### src/rtl/fetch_pc_unit.sv
// Fetch program-counter unit: issues sequential fetch addresses, tracks in-flight
// requests in an in-order FIFO and tags them with an epoch so responses fetched
// before a redirect are discarded.
module fetch_pc_unit #(
    parameter int unsigned XLEN  = 32,
    parameter int unsigned DEPTH = 4,
    parameter int unsigned C_EXT = 1
) (
    input  logic                     clk,
    input  logic                     rst_n,
    input  logic [XLEN-1:0]          rst_addr,
    input  logic                     redir_vld,
    input  logic [XLEN-1:0]          redir_addr,
    input  logic                     stall,
    output logic                     req_vld,
    output logic [XLEN-1:0]          req_addr,
    input  logic                     req_rdy,
    input  logic                     rsp_vld,
    output logic                     out_vld,
    output logic [XLEN-1:0]          out_pc,
    output logic [$clog2(DEPTH):0]   inflight,
    output logic                     err
);

    localparam int unsigned PW = $clog2(DEPTH);
    localparam int unsigned CW = PW + 1;
    localparam int unsigned WW = XLEN - 2;

    // A PC is misaligned if it cannot start a legal instruction.
    function automatic logic misaligned(input logic [XLEN-1:0] a);
        if (C_EXT != 0) begin
            return a[0];
        end
        return |a[1:0];
    endfunction

    logic [XLEN-1:0] pc;
    logic            epoch;
    logic [PW-1:0]   wr_ptr;
    logic [PW-1:0]   rd_ptr;
    logic [XLEN-1:0] fifo_pc [DEPTH];
    logic            fifo_ep [DEPTH];

    logic            xfer;
    logic            pop;
    logic            hit;
    logic [XLEN-1:0] pc_next;

    always_comb begin
        req_vld  = !stall && !redir_vld && !err && (inflight < CW'(DEPTH));
        req_addr = pc;
        xfer     = req_vld && req_rdy;
        pop      = rsp_vld && (inflight != '0);
        hit      = pop && (fifo_ep[rd_ptr] == epoch);
        pc_next  = {pc[XLEN-1:2] + WW'(1), 2'b00};
    end

    // Control state: PC, epoch, error flag, FIFO pointers and output register.
    always_ff @(posedge clk) begin
        if (!rst_n) begin
            pc       <= rst_addr;
            epoch    <= 1'b0;
            err      <= misaligned(rst_addr);
            wr_ptr   <= '0;
            rd_ptr   <= '0;
            inflight <= '0;
            out_vld  <= 1'b0;
            out_pc   <= '0;
        end else begin
            if (redir_vld) begin
                pc    <= redir_addr;
                epoch <= ~epoch;
                err   <= misaligned(redir_addr);
            end else if (xfer) begin
                pc <= pc_next;
            end

            if (xfer) begin
                wr_ptr <= wr_ptr + PW'(1);
            end
            if (pop) begin
                rd_ptr <= rd_ptr + PW'(1);
            end

            case ({xfer, pop})
                2'b10:   inflight <= inflight + CW'(1);
                2'b01:   inflight <= inflight - CW'(1);
                default: inflight <= inflight;
            endcase

            // Epoch is compared before any same-cycle redirect toggles it.
            out_vld <= hit;
            if (hit) begin
                out_pc <= fifo_pc[rd_ptr];
            end
        end
    end

    // FIFO storage needs no reset; occupancy is tracked by the pointers.
    always_ff @(posedge clk) begin
        if (rst_n && xfer) begin
            fifo_pc[wr_ptr] <= pc;
            fifo_ep[wr_ptr] <= epoch;
        end
    end

endmodule

### config.mk
export PLATFORM = sky130hd
export DESIGN_NAME = fetch_pc_unit
export DESIGN_NICKNAME = d
export VERILOG_FILES = /design/src/rtl/fetch_pc_unit.sv
export SDC_FILE = /design/constraint.sdc
export NUM_CORES = 1
export LEC_CHECK = 0
export CAP_MARGIN = 10
export CORE_ASPECT_RATIO = 0.6
export CORE_MARGIN = 5
export CORE_UTILIZATION = 53
export CTS_CLUSTER_DIAMETER = 200
export DETAILED_ROUTE_END_ITERATION = 7
export GPL_ROUTABILITY_DRIVEN = 0
export PLACE_DENSITY = 0.85
export SYNTH_ARGS = -nofsm -noshare
export SYNTH_HDL_FRONTEND = slang
export SYNTH_SLANG_ARGS = --single-unit
### constraint.sdc
create_clock -name clk -period 3.05 [get_ports clk]
set_clock_uncertainty 0.1 [all_clocks]
set_input_delay 0.4575 -clock clk [delete_from_list [all_inputs] [get_ports clk]]
set_output_delay 0.4575 -clock clk [all_outputs]
set_load 0.01 [all_outputs]
Word level (Yosys, flattened, before mapping)

Memory sizes are Yosys's and may differ from the RTL's. A register that Yosys moved wholly into a read port is not among the register bits.
Cells that the tools add are included.

Bits in writable memories: 132
Register bits: 42
Logic and storage cells: 51
Input port bits: 70
Memories: 2
Output and inout bits: 70

Equal/unequal tests: 5
$lt $le $gt $ge: 1
Bitwise gates (word level): 1
Reductions and logical operators: 15
Mux-type cells: 15
Add/sub/neg operators: 5

Memory list:

| memory  | depth | bits a word | read ports | clocked after Yosys merged registers in | write ports | line | source |
|---|---|---|---|---|---|---|---|
| fifo_pc | 4     | 32          | 1          | 1                                       | 1           | 41   | `logic [XLEN-1:0] fifo_pc [DEPTH];` |
| fifo_ep | 4     | 1           | 1          | 1                                       | 1           | 42   | `logic fifo_ep [DEPTH];` |

Operators by type and width:

| operator                                              | count |
|---|---|
| 2-to-1 mux 32 bit                                     | 3 |
| adder 30 x 1 -> 30 bit, second input constant         | 1 |
| 2-to-1 mux 1 bit                                      | 9 |
| logical AND 1 bit                                     | 7 |
| case mux 3 bit (2 select lines)                       | 1 |
| adder 2 x 1 -> 2 bit, second input constant           | 2 |
| zero test 1 bit                                       | 4 |
| 2-to-1 mux 2 bit                                      | 2 |
| OR reduction 2 bit                                    | 2 |
| adder 3 x 1 -> 3 bit, second input constant           | 1 |
| < comparator 3 bit, second input constant             | 1 |
| inequality test 3 x 1 -> 1 bit, second input constant | 1 |
| nonzero test 3 bit                                    | 1 |
| subtractor 3 x 1 -> 3 bit, second input constant      | 1 |
| == test 2 x 1 -> 1 bit, second input constant         | 1 |
| == test 2 bit, second input constant                  | 1 |
| inequality test 2 x 1 -> 1 bit, second input constant | 1 |
| nonzero test 2 bit                                    | 1 |
| == test 1 bit                                         | 1 |
| NOT 1 bit                                             | 1 |

Longest topological paths before layout

Gate-level depths: netlist (run 1).

Depth in word-level cells: 8
Depth in mapped cells: 10
Mapped depth without buffers: 9

Least setup slack after synthesis (run 1)

Ideal clock, no wire load.

Path kind: input to register
Start point: input port redir_vld
End point: memory fifo_ep[0], enable pin
Buffers on the path: 1
Setup slack: 0.319 ns
Arrival time: 2.237 ns
Library setup time: 0.393 ns
Required time: 2.557 ns
Stages: 4
Path through: nor4_1 > and2_1 > clkbuf_1 > and3_1

Cells in the longest elaborated chain, start to end: 8

RTL lines:

| element                                | line | source |
|---|---|---|
| from (decl)                            | 12   | `input logic redir_vld,` |
| zero test 1 bit                        | 50   | `req_vld = !stall && !redir_vld && !err && (inflight < CW'(DEPTH));` |
| logical AND 1 bit (3 in a row)         | 50   |  |
| logical AND 1 bit                      | 52   | `xfer = req_vld && req_rdy;` |
| logical AND 1 bit                      | 101  | `if (rst_n && xfer) begin` |
| 2-to-1 mux 1 bit                       | 101  |  |
| 2-to-1 mux 1 bit (not written as such) | 103  | `fifo_ep[wr_ptr] <= epoch;` |
| to (decl)                              | 42   |  |

Every way passes these cells.

Final worst setup path (run 1)

Start point: register pc[3] (netlist: req_addr[3])
End point: register pc[24] (netlist: req_addr[24]) (data pin)

Cells in the longest elaborated chain, start to end: 4

RTL lines:

| element                | line | source |
|---|---|---|
| from (decl)            | 37   | `logic [XLEN-1:0] pc;` |
| from (signal assigned) | 61   | `pc <= rst_addr;` |
| from (signal assigned) | 71   | `pc <= redir_addr;` |
| from (signal assigned) | 75   | `pc <= pc_next;` |
| adder 30 x 1 -> 30 bit | 55   | `pc_next = {pc[XLEN-1:2] + WW'(1), 2'b00};` |
| 2-to-1 mux 32 bit      | 74   | `end else if (xfer) begin` |
| 2-to-1 mux 32 bit      | 70   | `if (redir_vld) begin` |
| 2-to-1 mux 32 bit      | 60   | `if (!rst_n) begin` |

Every way passes these cells. The select of a mux whose other input is x is not followed.
A chain may end at the register's enable or synchronous reset.

==> metrics.cfg, run 1 <==
[outcome]
outcome = completed

[sta]
rsz0062_at_grt = no
max_slew_margin_pct = 24.8
finalSetupViolations = 0
fin_ws_ns = 0.277
period_needed_ns = 2.77
worst_pin_slew_ns = 1.13
holdWs_ns = 0.376
hold_viol_final = 0
fin_crit_sh_pct = 90.9
fmax_mhz = 361
slew_violations = 0
finalSetupTns_ns = 0

[synth]
synth.distinct_cells = 43
syn_area_mm2 = 0.00857
yosys-top-cells-area = edfxtp_1, dfxtp_1, mux4_2, o21ai_0, nand3_1
avgSynthCellArea_um2 = 14.5
yosysSeqAreaShare_pct = 67.9
synth_seq_cells = 208
synth_enable_flop_cells = 165
yosysTopAreaCell = edfxtp_1
syn_nets = 666
synth_cells = 589
synth_top_area_share_pct = 57.8
synth_warnings = 0
synth-async-reset-ratio_pct = 0
synth_ff_type = edfxtp_1

[clocking]
post_cts_resized = 0
ctsHtreeMaxLevel = 1
numCtsBuffers = 19
clk_pin_slew_ns = 0.06
root_buffer = clkbuf_16
clock_latency_ns = 0.48
hold_buffers = 0
cts_tree = yes
clock-sinks = 208
clockBufferDepth = 3
postCtsSetupRepairBufs = 0

[global_routing]
antenna_found_initial = 0
grt_overflow = 0
grt_pass1_vias = 5738
grt_pass1_wl_um = 32500
grt_max_degree = 57
track_usage_pct = 22.2

[floorplanning]
die-area_mm2 = 0.0189
ios = 140
rows = 36
core_mm2 = 0.0160
die_h_um = 108
die_w_um = 174
initial_utilization_pct = 53.4

[final_layout]
area_growth_pct = 26.8
finalNonFillerCells = 957
drive_gt1_share_pct = 12.8
finish.net_count = 813
num_antenna_cells = 0

[worst_setup_path]
start_kind = register
crit_path_max_fanout = 8
critPathArrivalTime_ns = 2.90
required_ns = 3.18
critPathKind = register to register
end_kind = register

[power]
p_leak_nw = 3.56
powerDensity_mw_per_mm2 = 579
power_w = 0.00629
ir_drop_uv = 289

[placed_design]
dp_hpwl_um = 14400
pre_cts_ws_ns = 0.209
port-buffer-count = 139
numPlacedInstances = 924

[detailed_routing]
wirelength_um = 21000
route.vias.total = 5708
routedWlPerCell_um = 22.0
vias_per_cell = 5.96
drt_iter0_markers = 675
ant_nets = 0
dr.pass1.iters = 6
post-route-drc-count = 0

[job]
maxCapViolCount = 0

[min_path]
hp-class = register to register

## power by group
part | leakage (nW) | internal, W | switching, W | total, W
Sequential | 1.88 | 0.00319 | 0.000167 | 0.00336
Combinational | 1.40 | 0.000383 | 0.000310 | 0.000693
Clock | 0.278 | 0.00129 | 0.000953 | 0.00224
Total | 3.56 | 0.00486 | 0.00143 | 0.00629
## sequential cells by signal, indices dropped and copies added (netlist names), named ones only
register	flops
req_addr	32
inflight	3
out_pc	32
out_vld	1
rd_ptr	2
fifo_ep	4
wr_ptr	2
fifo_pc	128
err	1
epoch	1
## path summary, 6_finish.rpt
kind	depth (start not counted)	end	slack, ns	start
hold reg to reg	2	out_pc[12]	0.38	out_pc[12]
setup reg to reg	6	req_addr[24]	0.28	req_addr[3]
setup / recovery	6	req_addr[24]	0.28	req_addr[3]
hold / removal	2	out_pc[12]	0.38	out_pc[12]
## kinds of logic (layout without fill, tap and decap cells)
| logic type | after synthesis | in the layout | share of synthesized area [%] |
|---|---|---|---|
| AO/OA/AOI/OAI | 92 | 92 | 6.59 |
| XOR/XNOR | 29 | 29 | 2.96 |
| adder cells (fa/ha/maj) | 7 | 7 | 1.11 |
| buffers and inverters | 46 | 205 | 2.09 |
| flip-flops | 208 | 208 | 67.9 |
| multiplexers | 42 | 42 | 9.83 |
| AND/OR/NAND/NOR | 165 | 165 | 9.54 |
## worst max-delay path, stage by stage, from the launching register on
cell and delay [ns]:
edfxtp_1 0.52, ha_1 0.28, nand4_1 0.37, or3_1 0.51, o311ai_0 0.32, o41ai_1 0.15, a221o_1 0.27
## through the flow
step                instance area, µm²  util, %
floorplan                         8570        -
global placement                 10300     64.2
detailed placement               10300     64.2
CTS                              10900     67.8
global route                     10900     67.8
finish                           10900     67.8
## layout by cell type (no fill, tap or decap), types with 3 or more instances in the layout
master,instances
a21oi_1,7
clkbuf_1,7
and2_1,3
nor4_1,4
nand2b_1,3
xnor2_1,13
nand4_1,11
o21ai_0,54
nor2_1,22
buf_12,3
nand2_1,52
clkdlybuf4s50_1,138
nor3_1,4
clkbuf_16,19
inv_1,10
buf_4,20
edfxtp_1,165
ha_1,6
or3_1,4
and3_1,8
mux4_2,33
dfxtp_1,42
mux2_2,7
xor2_1,16
a221o_1,5
a22oi_1,16
nand3_1,45
## area by class of cell
| class | instances | area [µm²] |
|---|---|---|
| clock buffer | 28 | 529 |
| clock inverter | 5 | 50.0 |
| fill | 1056 | 5170 |
| inverter | 10 | 37.5 |
| multi-input combinational | 335 | 2570 |
| sequential | 208 | 5820 |
| tap | 209 | 262 |
| timing repair buffer | 162 | 1600 |
## per-layer routing
| metal | wire length, µm | track usage, % | up-vias |
|---|---|---|---|
| li1 | - | - | 2551 |
| met1 | 8340 | 30.5 | 2771 |
| met2 | 9850 | 35.8 | 330 |
| met5 | 0 | 0 | - |
| met3 | 2260 | 5.90 | 56 |
| met4 | 575 | 5.70 | 0 |
## cell usage after synthesis (all sizes together), types with 10 or more instances
cell type and count:
dfxtp 43, edfxtp 165, nand3 45, clkbuf 24, nor2 22, nand4 13, inv 10, xor2 16
xnor2 13, a22oi 16, o21ai 55, mux4 33, nand2 53, buf 12
No activity file was read; power rests on OpenSTA's default activity.
==> run 2: changes to the inputs <==
--- a/config.mk
+++ b/config.mk
@@ -12,7 +12,7 @@
 export CTS_CLUSTER_DIAMETER = 200
 export DETAILED_ROUTE_END_ITERATION = 7
 export GPL_ROUTABILITY_DRIVEN = 0
-export PLACE_DENSITY = 0.85
+export PLACE_DENSITY = 0.78
 export SYNTH_ARGS = -nofsm -noshare
 export SYNTH_HDL_FRONTEND = slang
 export SYNTH_SLANG_ARGS = --single-unit
==> run 2 against run 1 <==
Against the previous run:
- hold slack got worse by 0.0082 ns
- largest power group unchanged
- critical path type unchanged
- core utilization up 0.25 points
- critical path depth is 1 lower
- clock power shrank 4%
==> metrics.cfg, run 2 (synthesis results as in run 1) <==
[global_routing]
grt_overflow = 0  ; unchanged
grt_max_degree = 46  ; -19%
grt_pass1_vias = 5784  ; +0.80%
use_met1_pct = 31.2  ; +0.66 points
grt.met2_usage_pct = 33.9  ; -1.9 points
grt_pass1_wl_um = 32100  ; -1.2%
track_usage_pct = 21.7  ; -0.45 points
grt-busiest-layer = met2
grtUsageMet3_pct = 4.96  ; -0.94 points
antenna_found_initial = 0  ; unchanged

[worst_setup_path]
critPathKind = register to register
cp_cell_sequence = nand4_1, or3_1, o311ai_0, o41ai_1, a221o_1
cp-startpoint = req_addr[4]
regToRegSetupSlack_ns = 0.42  ; +0.14 ns
r2r-start = req_addr[4]
required_ns = 3.18  ; about the same
start_kind = register
critPathArrivalTime_ns = 2.76  ; -0.14 ns
end_kind = register
crit_path_max_fanout = 10  ; +2
slowest_delay_ns = 0.57  ; +0.05 ns
crit_slowest_cell = edfxtp_1

[min_path]
hold_start = out_pc[5]
hp-class = register to register

[clocking]
post_cts_resized = 0  ; unchanged
clockBufferDepth = 3  ; unchanged
clock_latency_ns = 0.48  ; about the same
numCtsBuffers = 19  ; unchanged
clock-sinks = 208  ; unchanged
ctsHtreeMaxLevel = 1  ; unchanged
root_buffer = clkbuf_16
clk_pin_slew_ns = 0.06  ; about the same
cts_tree = yes
postCtsSetupRepairBufs = 0  ; unchanged
hold_buffers = 0  ; unchanged

[detailed_routing]
routedWlPerCell_um = 21.2  ; -3.7%
vias_per_cell = 5.88  ; -1.4%
ant_nets = 0  ; unchanged
route.vias.total = 5671  ; -0.65%
dr.pass1.iters = 6  ; unchanged
drt_iter0_markers = 679  ; +0.59%
post-route-drc-count = 0  ; unchanged
wirelength_um = 20400  ; -3.0%

[floorplanning]
ios = 140  ; unchanged
die_w_um = 174  ; unchanged
initial_utilization_pct = 53.4  ; unchanged
die-area_mm2 = 0.0189  ; unchanged
die_h_um = 108  ; unchanged
core_mm2 = 0.0160  ; unchanged
rows = 36  ; unchanged

[sta]
finalSetupTns_ns = 0  ; unchanged
max_slew_margin_pct = 56.6  ; +32 points
fin_crit_sh_pct = 86.3  ; -4.7 points
period_needed_ns = 2.63  ; -0.142 ns
rsz0062_at_grt = no
finalSetupViolations = 0  ; unchanged
slew_violations = 0  ; unchanged
worst_pin_slew_ns = 0.645  ; -0.482 ns
hold_viol_final = 0  ; unchanged
fmax_mhz = 380  ; +5.4%

[final_layout]
final_common_cell = edfxtp_1
area_growth_pct = 27.3
largest_register_ffs = 128  ; unchanged
num_antenna_cells = 0  ; unchanged
regMostFlops = fifo_pc
final_cell_mix = edfxtp_1, clkdlybuf4s50_1, o21ai_0
drive_gt1_share_pct = 13.9  ; +1.1 points
finish.net_count = 820  ; +0.86%

[power]
powerDensity_mw_per_mm2 = 568  ; -1.8%
p_leak_nw = 3.58  ; +0.52%
power_w = 0.00620  ; -1.5%
ir_drop_uv = 320  ; +11%

[job]
maxCapViolCount = 0  ; unchanged

[placed_design]
port-buffer-count = 139  ; unchanged
dp_hpwl_um = 13900  ; -3.5%

[outcome]
outcome = completed

-- run 2: cell count changes in the layout (fill, tap and decap cells not counted) --
cell	before	now
buf_12	3	4
buf_4	20	26
and3_2	0	4
and3_1	8	4
clkinv_1	2	1
bufinv_16	1	0
clkinvlp_4	1	0
clkbuf_1	7	10
-- run 2: worst paths after layout --
check                                    end  depth (start not counted)
worst max-delay path            req_addr[24]                          5
worst min-delay path               out_pc[5]                          2
worst max register to register  req_addr[24]                          5
worst min register to register     out_pc[5]                          2
-- run 2: stage by stage --
step	setup WS, ns	utilization, %	instances	hold slack (ns)	instance area, µm²
2_1_floorplan	0.319	-	589	0.369	8570
3_5_place_dp	0.291	64.6	931	0.366	10400
4_1_cts	0.467	68.0	964	0.355	10900
6_report	0.419	68.0	964	0.368	10900
3_3_place_gp	0.398	64.6	931	0.353	10400
5_1_grt	0.319	68.0	964	0.395	10900
-- run 2: power by group --
part	total, W	switching (W)	internal, W
Sequential	0.00335	0.000158	0.00319
Combinational	0.000690	0.000305	0.000385
Clock	0.00216	0.000949	0.00121
Total	0.00620	0.00141	0.00478
-- run 2: critical path, delay by kind of cell (launching register included) --
kind	cells	cell delay, ns
and+or+nand+nor	2	0.90
DFF	1	0.57
AOI/OAI and AO/OA	3	0.81
-- run 2: per-layer routing --
layer	part of all wire, %	up-vias	wire length (µm)
met3	9.3	41	1890
met2	45	285	9260
met5	0	-	0
li1	-	2569	-
met4	2.6	0	522
met1	43	2776	8710
-- run 2: layout make-up --
class,instances,area [µm²]
fill,1125,5130
sequential,208,5820
clock buffer,31,541
clock inverter,2,8.76
timing repair buffer,169,1660
tap,209,262
multi-input combinational,335,2580
inverter,10,37.5
